**src/rtl/gshare_spec_history.sv**
```systemverilog
// Gshare PHT index generator with speculative/architectural global history and
// per-branch history checkpoints, so a mispredict restores history out of order.
module gshare_spec_history #(
   parameter int GHR_W  = 10,
   parameter int IDX_W  = 10,
   parameter int PC_W   = 32,
   parameter int PC_LSB = 2,
   parameter int DEPTH  = 4,
   localparam int TAG_W = $clog2(DEPTH)
) (
   input  logic             clk,
   input  logic             reset,
   input  logic [PC_W-1:0]  fetch_pc,
   output logic [IDX_W-1:0] index,
   input  logic             predict_valid,
   input  logic             predict_taken,
   output logic             predict_ready,
   output logic [TAG_W-1:0] predict_tag,
   input  logic             commit_valid,
   input  logic             commit_taken,
   input  logic             mispredict_valid,
   input  logic [TAG_W-1:0] mispredict_tag,
   input  logic             mispredict_taken,
   input  logic             flush,
   output logic [GHR_W-1:0] spec_history
);

   localparam int PTR_W = TAG_W + 1;

   logic [GHR_W-1:0] sghr, aghr;
   logic [GHR_W-1:0] ckpt [DEPTH];
   logic [PTR_W-1:0] head, tail, head_nx, count, mp_ptr;
   logic [TAG_W-1:0] mp_off;
   logic             full, empty, accept, do_commit, mp_live;
   logic [GHR_W-1:0] aghr_shift, aghr_nx, sghr_pred, sghr_restore, ckpt_sel;
   logic [IDX_W-1:0] hist;
   logic             unused_pc;

   assign full          = (head[TAG_W-1:0] == tail[TAG_W-1:0]) && (head[TAG_W] != tail[TAG_W]);
   assign empty         = (head == tail);
   assign predict_ready = !full;
   assign predict_tag   = tail[TAG_W-1:0];
   assign spec_history  = sghr;

   assign accept    = predict_valid && !full && !mispredict_valid && !flush;
   assign do_commit = commit_valid && !empty;
   assign head_nx   = do_commit ? head + PTR_W'(1) : head;
   assign aghr_nx   = do_commit ? aghr_shift : aghr;

   // Rebuild the full pointer of the mispredicted entry from its distance to head,
   // which recovers the correct wrap bit.
   assign count    = tail - head;
   assign mp_off   = mispredict_tag - head[TAG_W-1:0];
   assign mp_ptr   = head + {1'b0, mp_off};
   assign mp_live  = {1'b0, mp_off} < count;
   assign ckpt_sel = ckpt[mispredict_tag];

   generate
      if (GHR_W == 1) begin : g_load
         assign sghr_pred    = predict_taken;
         assign sghr_restore = mispredict_taken;
         assign aghr_shift   = commit_taken;
      end else begin : g_shift
         assign sghr_pred    = {sghr[GHR_W-2:0], predict_taken};
         assign sghr_restore = {ckpt_sel[GHR_W-2:0], mispredict_taken};
         assign aghr_shift   = {aghr[GHR_W-2:0], commit_taken};
      end

      if (GHR_W >= IDX_W) begin : g_hist_trunc
         assign hist = sghr[IDX_W-1:0];
      end else begin : g_hist_ext
         assign hist = {{(IDX_W-GHR_W){1'b0}}, sghr};
      end
   endgenerate

   assign index     = fetch_pc[PC_LSB +: IDX_W] ^ hist;
   assign unused_pc = ^fetch_pc;

   always_ff @(posedge clk) begin
      if (reset) begin
         sghr <= '0;
         aghr <= '0;
         head <= '0;
         tail <= '0;
      end else begin
         aghr <= aghr_nx;
         head <= head_nx;
         if (flush) begin
            sghr <= aghr_nx;
            tail <= head_nx;
         end else if (mispredict_valid) begin
            sghr <= sghr_restore;
            tail <= mp_ptr + PTR_W'(1);
         end else if (accept) begin
            sghr <= sghr_pred;
            tail <= tail + PTR_W'(1);
         end

         assert (!(commit_valid && empty));
         assert (!(mispredict_valid && !flush && !mp_live));
         assert (!(commit_valid && mispredict_valid && !empty &&
                   mispredict_tag == head[TAG_W-1:0]));
      end
   end

   // Checkpoint holds the history as it was before this branch's own update.
   always_ff @(posedge clk) begin
      if (accept) ckpt[tail[TAG_W-1:0]] <= sghr;
   end

endmodule

```
**config.mk**
```make
export PLATFORM = sky130hd
export DESIGN_NAME = gshare_spec_history
export DESIGN_NICKNAME = d
export VERILOG_FILES = /design/src/rtl/gshare_spec_history.sv
export SDC_FILE = /design/constraint.sdc
export NUM_CORES = 1
export LEC_CHECK = 0
export ABC_CLOCK_PERIOD_IN_PS = 2700
export CAP_MARGIN = 10
export CELL_PAD_IN_SITES_DETAIL_PLACEMENT = 1
export CELL_PAD_IN_SITES_GLOBAL_PLACEMENT = 2
export CORE_UTILIZATION = 41
export CTS_BUF_LIST = sky130_fd_sc_hd__clkbuf_16
export CTS_CLUSTER_SIZE = 28
export DETAILED_ROUTE_END_ITERATION = 7
export DONT_BUFFER_PORTS = 1
export HOLD_SLACK_MARGIN = 0.08
export PLACE_DENSITY = 0.82
export REMOVE_ABC_BUFFERS = 1
export SETUP_SLACK_MARGIN = 0.2
export SYNTH_ARGS = -nofsm -noshare
export SYNTH_HDL_FRONTEND = slang
export SYNTH_SLANG_ARGS = --single-unit
```
**constraint.sdc**
```tcl
create_clock -name clk -period 2.7 [get_ports clk]
set_input_delay 0.54 -clock clk [delete_from_list [all_inputs] [get_ports clk]]
set_output_delay 0.54 -clock clk [all_outputs]
set_load 0.005 [all_outputs]
```
Word level (Yosys, flattened, before mapping). Memory sizes are Yosys's and may differ from the RTL's. Index checks and enable logic that the tools add are counted.

Register bits: 26. Memory bits (writable): 40. Word-level logic and storage cells: 34. Memories: 1.

Memory list: ckpt (depth 4, bits a word 10, read ports 1, clocked after Yosys merged registers in 0, wr ports 1, RTL line 31) `logic [GHR_W-1:0] ckpt [DEPTH];`.

$add $sub $neg: 5. Eq/ne operators: 3. Mux-type cells: 10. Bitwise logic cells: 1. Reduce and logical (&&, ||, !) cells: 10.

Operators with widths (count): two-way mux 10 bit (4); two-way mux 3 bit (4); XOR 10 bit (1); adder 3 x 1 -> 3 bit, second input constant (3); logical AND 1 bit (5); zero test 1 bit (4); adder 3 x 2 -> 3 bit (1); == test 3 bit (1); nonzero test 3 bit (1); == test 2 bit (1); two-way mux 1 bit (2); subtractor 2 bit (1); inequality test 1 bit (1).

Depth between registers and ports, before layout. Gate-level depths: netlist of the first run.

Depth in word-level cells: 9. Gate-level depth with buffers: 9. Mapped depth without buffers: 7.

Worst setup path after synthesis of the first run. No wires, ideal clock.

Path kind: input port to flip-flop. From: input mispredict_tag[1]. To: register tail[2]. Setup time: 0.126 ns. Arrival time: 2.193 ns. Setup slack: 0.381 ns. Stages on the path: 9. Path buffers: 2. Cell sequence: buf_2 -> buf_2 -> xnor2_1 -> xnor2_1 -> ha_1 -> o21a_1 -> or4_1 -> o211ai_1 -> o22ai_1.

Word-level cells in the longest chain between the ends: 5.

RTL lines: start: declaration (RTL line 22) `input logic [TAG_W-1:0] mispredict_tag,`; subtractor 2 bit (RTL line 53) `assign mp_off = mispredict_tag - head[TAG_W-1:0];`; adder 3 x 2 -> 3 bit (RTL line 54) `assign mp_ptr = head + {1'b0, mp_off};`; adder 3 x 1 -> 3 bit (RTL line 93) `tail <= mp_ptr + PTR_W'(1);`; two-way mux 3 bit (RTL line 91) `end else if (mispredict_valid) begin`; two-way mux 3 bit (RTL line 88) `if (flush) begin`; end signal: assignment (RTL line 90) `tail <= head_nx;`; end signal: assignment (RTL line 93); end signal: assignment (RTL line 96) `tail <= tail + PTR_W'(1);`; end: declaration (RTL line 32) `logic [PTR_W-1:0] head, tail, head_nx, count, mp_ptr;`.

Every way passes these cells. A chain may end at the register's enable or synchronous reset.

Final worst setup path of the first run.
From: register tail[1]. To: output predict_ready.

Word-level cells in the longest chain between the ends: 3.

RTL lines: == test 2 bit (RTL line 39) `assign full = (head[TAG_W-1:0] == tail[TAG_W-1:0]) && (head[TAG_W] != tail[TAG_W]);`; logical AND 1 bit (RTL line 39); zero test 1 bit (RTL line 41) `assign predict_ready = !full;`; end: declaration (RTL line 17) `output logic predict_ready,`.

Every way passes these cells.

==> summary.md, run 1 <==
| Metric | Value |
|---|---|
| Outcome | `finished clean` |
| Detail-routed net length per standard cell | `21.5 um` |
| CTS sink count | `62` |
| Net Switching | `0.000885 W` |
| Number of hold buffers added after CTS | `0` |
| Library cell with the highest instance count after synthesis | `edfxtp_1` |
| Via count | `2149` |
| Yosys top cell area share | `34.1%` |
| Post-synthesis instance area | `3170 um^2` |
| Mux cell area share after synthesis | `11.0%` |
| Number of H-tree levels | `3` |
| Cell accounting for the most synthesized area | `edfxtp_1` |
| Synth cell types | `54` |
| Pwr Density | `854 nW/um^2` |
| Fin crit period | `2.32 ns` |
| Global placement routability congestion | `0.759` |
| Number of iterations in the first detailed-routing pass | `4` |
| Clock network latency to the later pin of the worst-skew pair | `0.33 ns` |
| Wire length of the first global-routing pass | `12600 um` |
| Top-Level Pins | `66` |
| Total gr overflow | `0` |
| Total non-filler cell area in the finished layout | `3560 um^2` |
| Sequential group share of total power | `39.4%` |
| Number of global-route vias before repair | `2170` |
| Total setup violations reported at the end of the flow | `0` |
| Async set or reset register ratio after synthesis | `0%` |
| Peak VDD IR | `0.000414 V` |
| Parity-gate share of the synthesized area counting xor and xnor cells | `6.87%` |
| Launch point of the worst hold path | `reset` |
| Fraction of the cycle the final worst path needs | `86.0%` |
| Number of storage elements in the synthesis netlist | `62` |
| Number of routed nets with antenna violations | `0` |
| Hold worst-path end | `aghr[0]` |
| CP max-delay cell | `dfxtp_1` |
| Terminus of the critical flop-to-flop path | `ckpt[0][5]` |
| Layout-stage area growth over the synthesis result | `12.2%` |
| Synthesized area divided by synthesized cell count | `12.1 um^2` |
| Total Nets Final | `309` |
| EDFF count, synth | `36` |
| Chain of cells forming the critical path | `xor2_2 -> buf_4 -> nor3_2 -> clkinv_1` |
| Lkg Pwr | `1.33 nW` |
| TritonCTS clock tree | `yes` |
| Most used DFF post-synth | `edfxtp_1` |
| Achievable Freq | `0.430 GHz` |
| Post-synthesis sequential area ratio | `50.5%` |
| Max Cap Violations | `0` |
| Hold slack final | `0.273 ns` |
| Standard cell area after detailed placement | `3230 um^2` |
| Wirelength, routed | `7810 um` |
| Starting utilization of the core area | `43.0%` |
| Final hold vios | `0` |
| Clk buf depth | `2` |
| CTS Root Buffer Type | `clkbuf_16` |
| Critical setup path kind | `reg2out` |
| Die X | `89.9 um` |
| Buffers on Ports | `0` |
| Total negative setup slack | `0 ns` |
| Post-CTS resize count | `0` |
| Worst slew margin | `47.4%` |
| Clock Power Share | `40.6%` |
| Share of total power consumed by net switching | `29.1%` |
| Leading post-synthesis cells by cell area | `edfxtp_1 (34%), dfxtp_1 (16%), mux2i_1 (7.6%)` |
| Largest net degree at the start of global routing | `33` |
| Setup Buffers After CTS | `0` |
| Synthesized netlist cell count | `263` |
| Worst reg2reg startpoint | `tail[0]` |
| Data required time at the worst endpoint | `2.16 ns` |
| First DRT Iteration DRCs | `142` |
| Share of total power in combinational logic | `20.0%` |
| Share of final-layout standard cells stronger than drive strength 1 | `13.6%` |
| Total power of the final layout | `0.00304 W` |
| Initial antenna violation count | `0` |
| Via/cell ratio | `5.90` |
| Synth Area in Adders | `2.37%` |
| Remaining DRCs | `0` |
| Number of cells traversed by the worst hold path | `1` |
| Final antenna diode count | `0` |
| Height of the die | `89.9 um` |
| Type of origin of the critical path | `register` |
| Full die area | `8090 um^2` |
| Worst r2r path cells | `3` |
| Final slew viol count | `0` |
| Cts bufs inserted | `9` |
| Core area | `7370 um^2` |
| Half-perimeter wire length after detailed placement | `5240 um` |
| Cell internal pwr | `0.00215 W` |
| Largest stage delay on the critical path | `0.57 ns` |
| Clock transition at the registers of the reported paths | `0.06 ns` |
| Worst slew pin tran | `0.784 ns` |
| Layout Utilization | `48.3%` |
| Worst min path class | `in2reg` |
| Category of the worst setup path capture point | `output port` |
| FF-to-FF setup slack | `0.45 ns` |
| Rows | `31` |
| Area fraction in compound gates after synthesis | `13.5%` |
| Total number of yosys warnings | `0` |
| CP arrival | `1.78 ns` |
| Largest family of logic cells by synthesized area | `compound AO/OA/AOI/OAI gates` |
| Share of synthesized cell area in and, or, nand and nor gates | `12.4%` |
| Top post-synthesis cells by count | `edfxtp_1 (36), dfxtp_1 (26), mux2i_1 (24), nor2_1 (24), xor2_1 (13)` |
| CP Max Fanout | `7` |
| Unrepaired setup endpoints after global routing | `no` |
| GRT Total Usage | `20.6%` |
| Setup skew after layout | `0.00997 ns` |
[how the worst max path moves through the flow]
| stage | startpoint | endpoint | slack, ns |
|---|---|---|---|
| 5_1_grt | tail[1] | predict_ready | 0.30 |
| 4_1_cts | tail[1] | predict_ready | 0.38 |
| 6_report | tail[1] | predict_ready | 0.38 |
| 3_3_place_gp | tail[0] | ckpt[0][3] | 0.51 |
| 2_1_floorplan | mispredict_tag[1] | tail[2] | 0.86 |
| 3_5_place_dp | tail[0] | ckpt[1][7] | 0.49 |
[layer usage]
metal | vias to the layer above | global-route usage, % | share of wire [%]
li1 | 1000 | - | -
met1 | 1088 | 29.1 | 47
met2 | 51 | 31.7 | 46
met3 | 10 | 4.15 | 5.3
met4 | 0 | 6.85 | 1.4
met5 | - | 0 | 0
[power by group through the flow]
| stage | logic, W | registers, W | clock network, W |
|---|---|---|---|
| 2_1_floorplan | 0.000484 | 0.00118 | 0 |
| 3_5_place_dp | 0.000598 | 0.00122 | 0 |
| 4_1_cts | 0.000606 | 0.00120 | 0.00125 |
| 3_3_place_gp | 0.000591 | 0.00121 | 0 |
| 6_report | 0.000607 | 0.00120 | 0.00123 |
| 5_1_grt | 0.000660 | 0.00121 | 0.00129 |
[placed cells by master (no fill, tap or decap), types with 4 or more instances in the layout]
master	instances
edfxtp_1	36
dfxtp_1	26
nor2_1	24
mux2i_1	24
xor2_1	13
clkbuf_16	9
inv_1	7
o22ai_1	7
nand4_1	6
ha_1	6
xnor2_1	5
nand3_1	5
and3_1	4
and3b_1	4
nor3b_1	4
nand2_1	4
o211ai_1	4
nand4b_1	4
o21a_1	4
a22oi_1	4
[metrics by stage]
stage	std cells	setup WS, ns
final	364	0.377
after global routing	364	0.302
after CTS	364	0.378
after detailed placement	348	0.492
after global placement	348	0.509
after floorplan	247	0.855
[worst max-delay path: cells and delay by family, from the launching register on]
family,cells,cell delay (ns)
xor gates and xnor gates,1,0.16
buffers and inverters,2,0.43
DFF,1,0.57
and+or+nand+nor,1,0.29
[kinds of logic (layout without fill, tap and decap cells)]
family	count (synthesis)	in the layout
buffers and inverters	24	26
adders and majority gates	6	6
xor gates and xnor gates	21	21
muxes	30	30
AOI/OAI and AO/OA	51	51
DFF	62	62
and+or+nand+nor	69	69
[sequential cells by signal (all words and copies together), names as in the netlist]
signal        cells
spec_history     10
ckpt             36
tail              3
head              3
aghr             10
[area by class of cell]
class,count,area [um^2]
Clock buffer,9,225
Multi-Input combinational cell,177,1460
Tap cell,99,124
Timing Repair Buffer,2,15.0
Inverter,8,30.0
Fill cell,781,3810
Clock inverter,7,96.3
Sequential cell,62,1600
No activity file was read; power rests on OpenSTA's default activity.
==> inputs of run 2 (changes only) <==
- ABC_AREA: not set -> 0
==> results of run 2 <==
No change in the layout: final DEF, timing and power equal those of run 1.
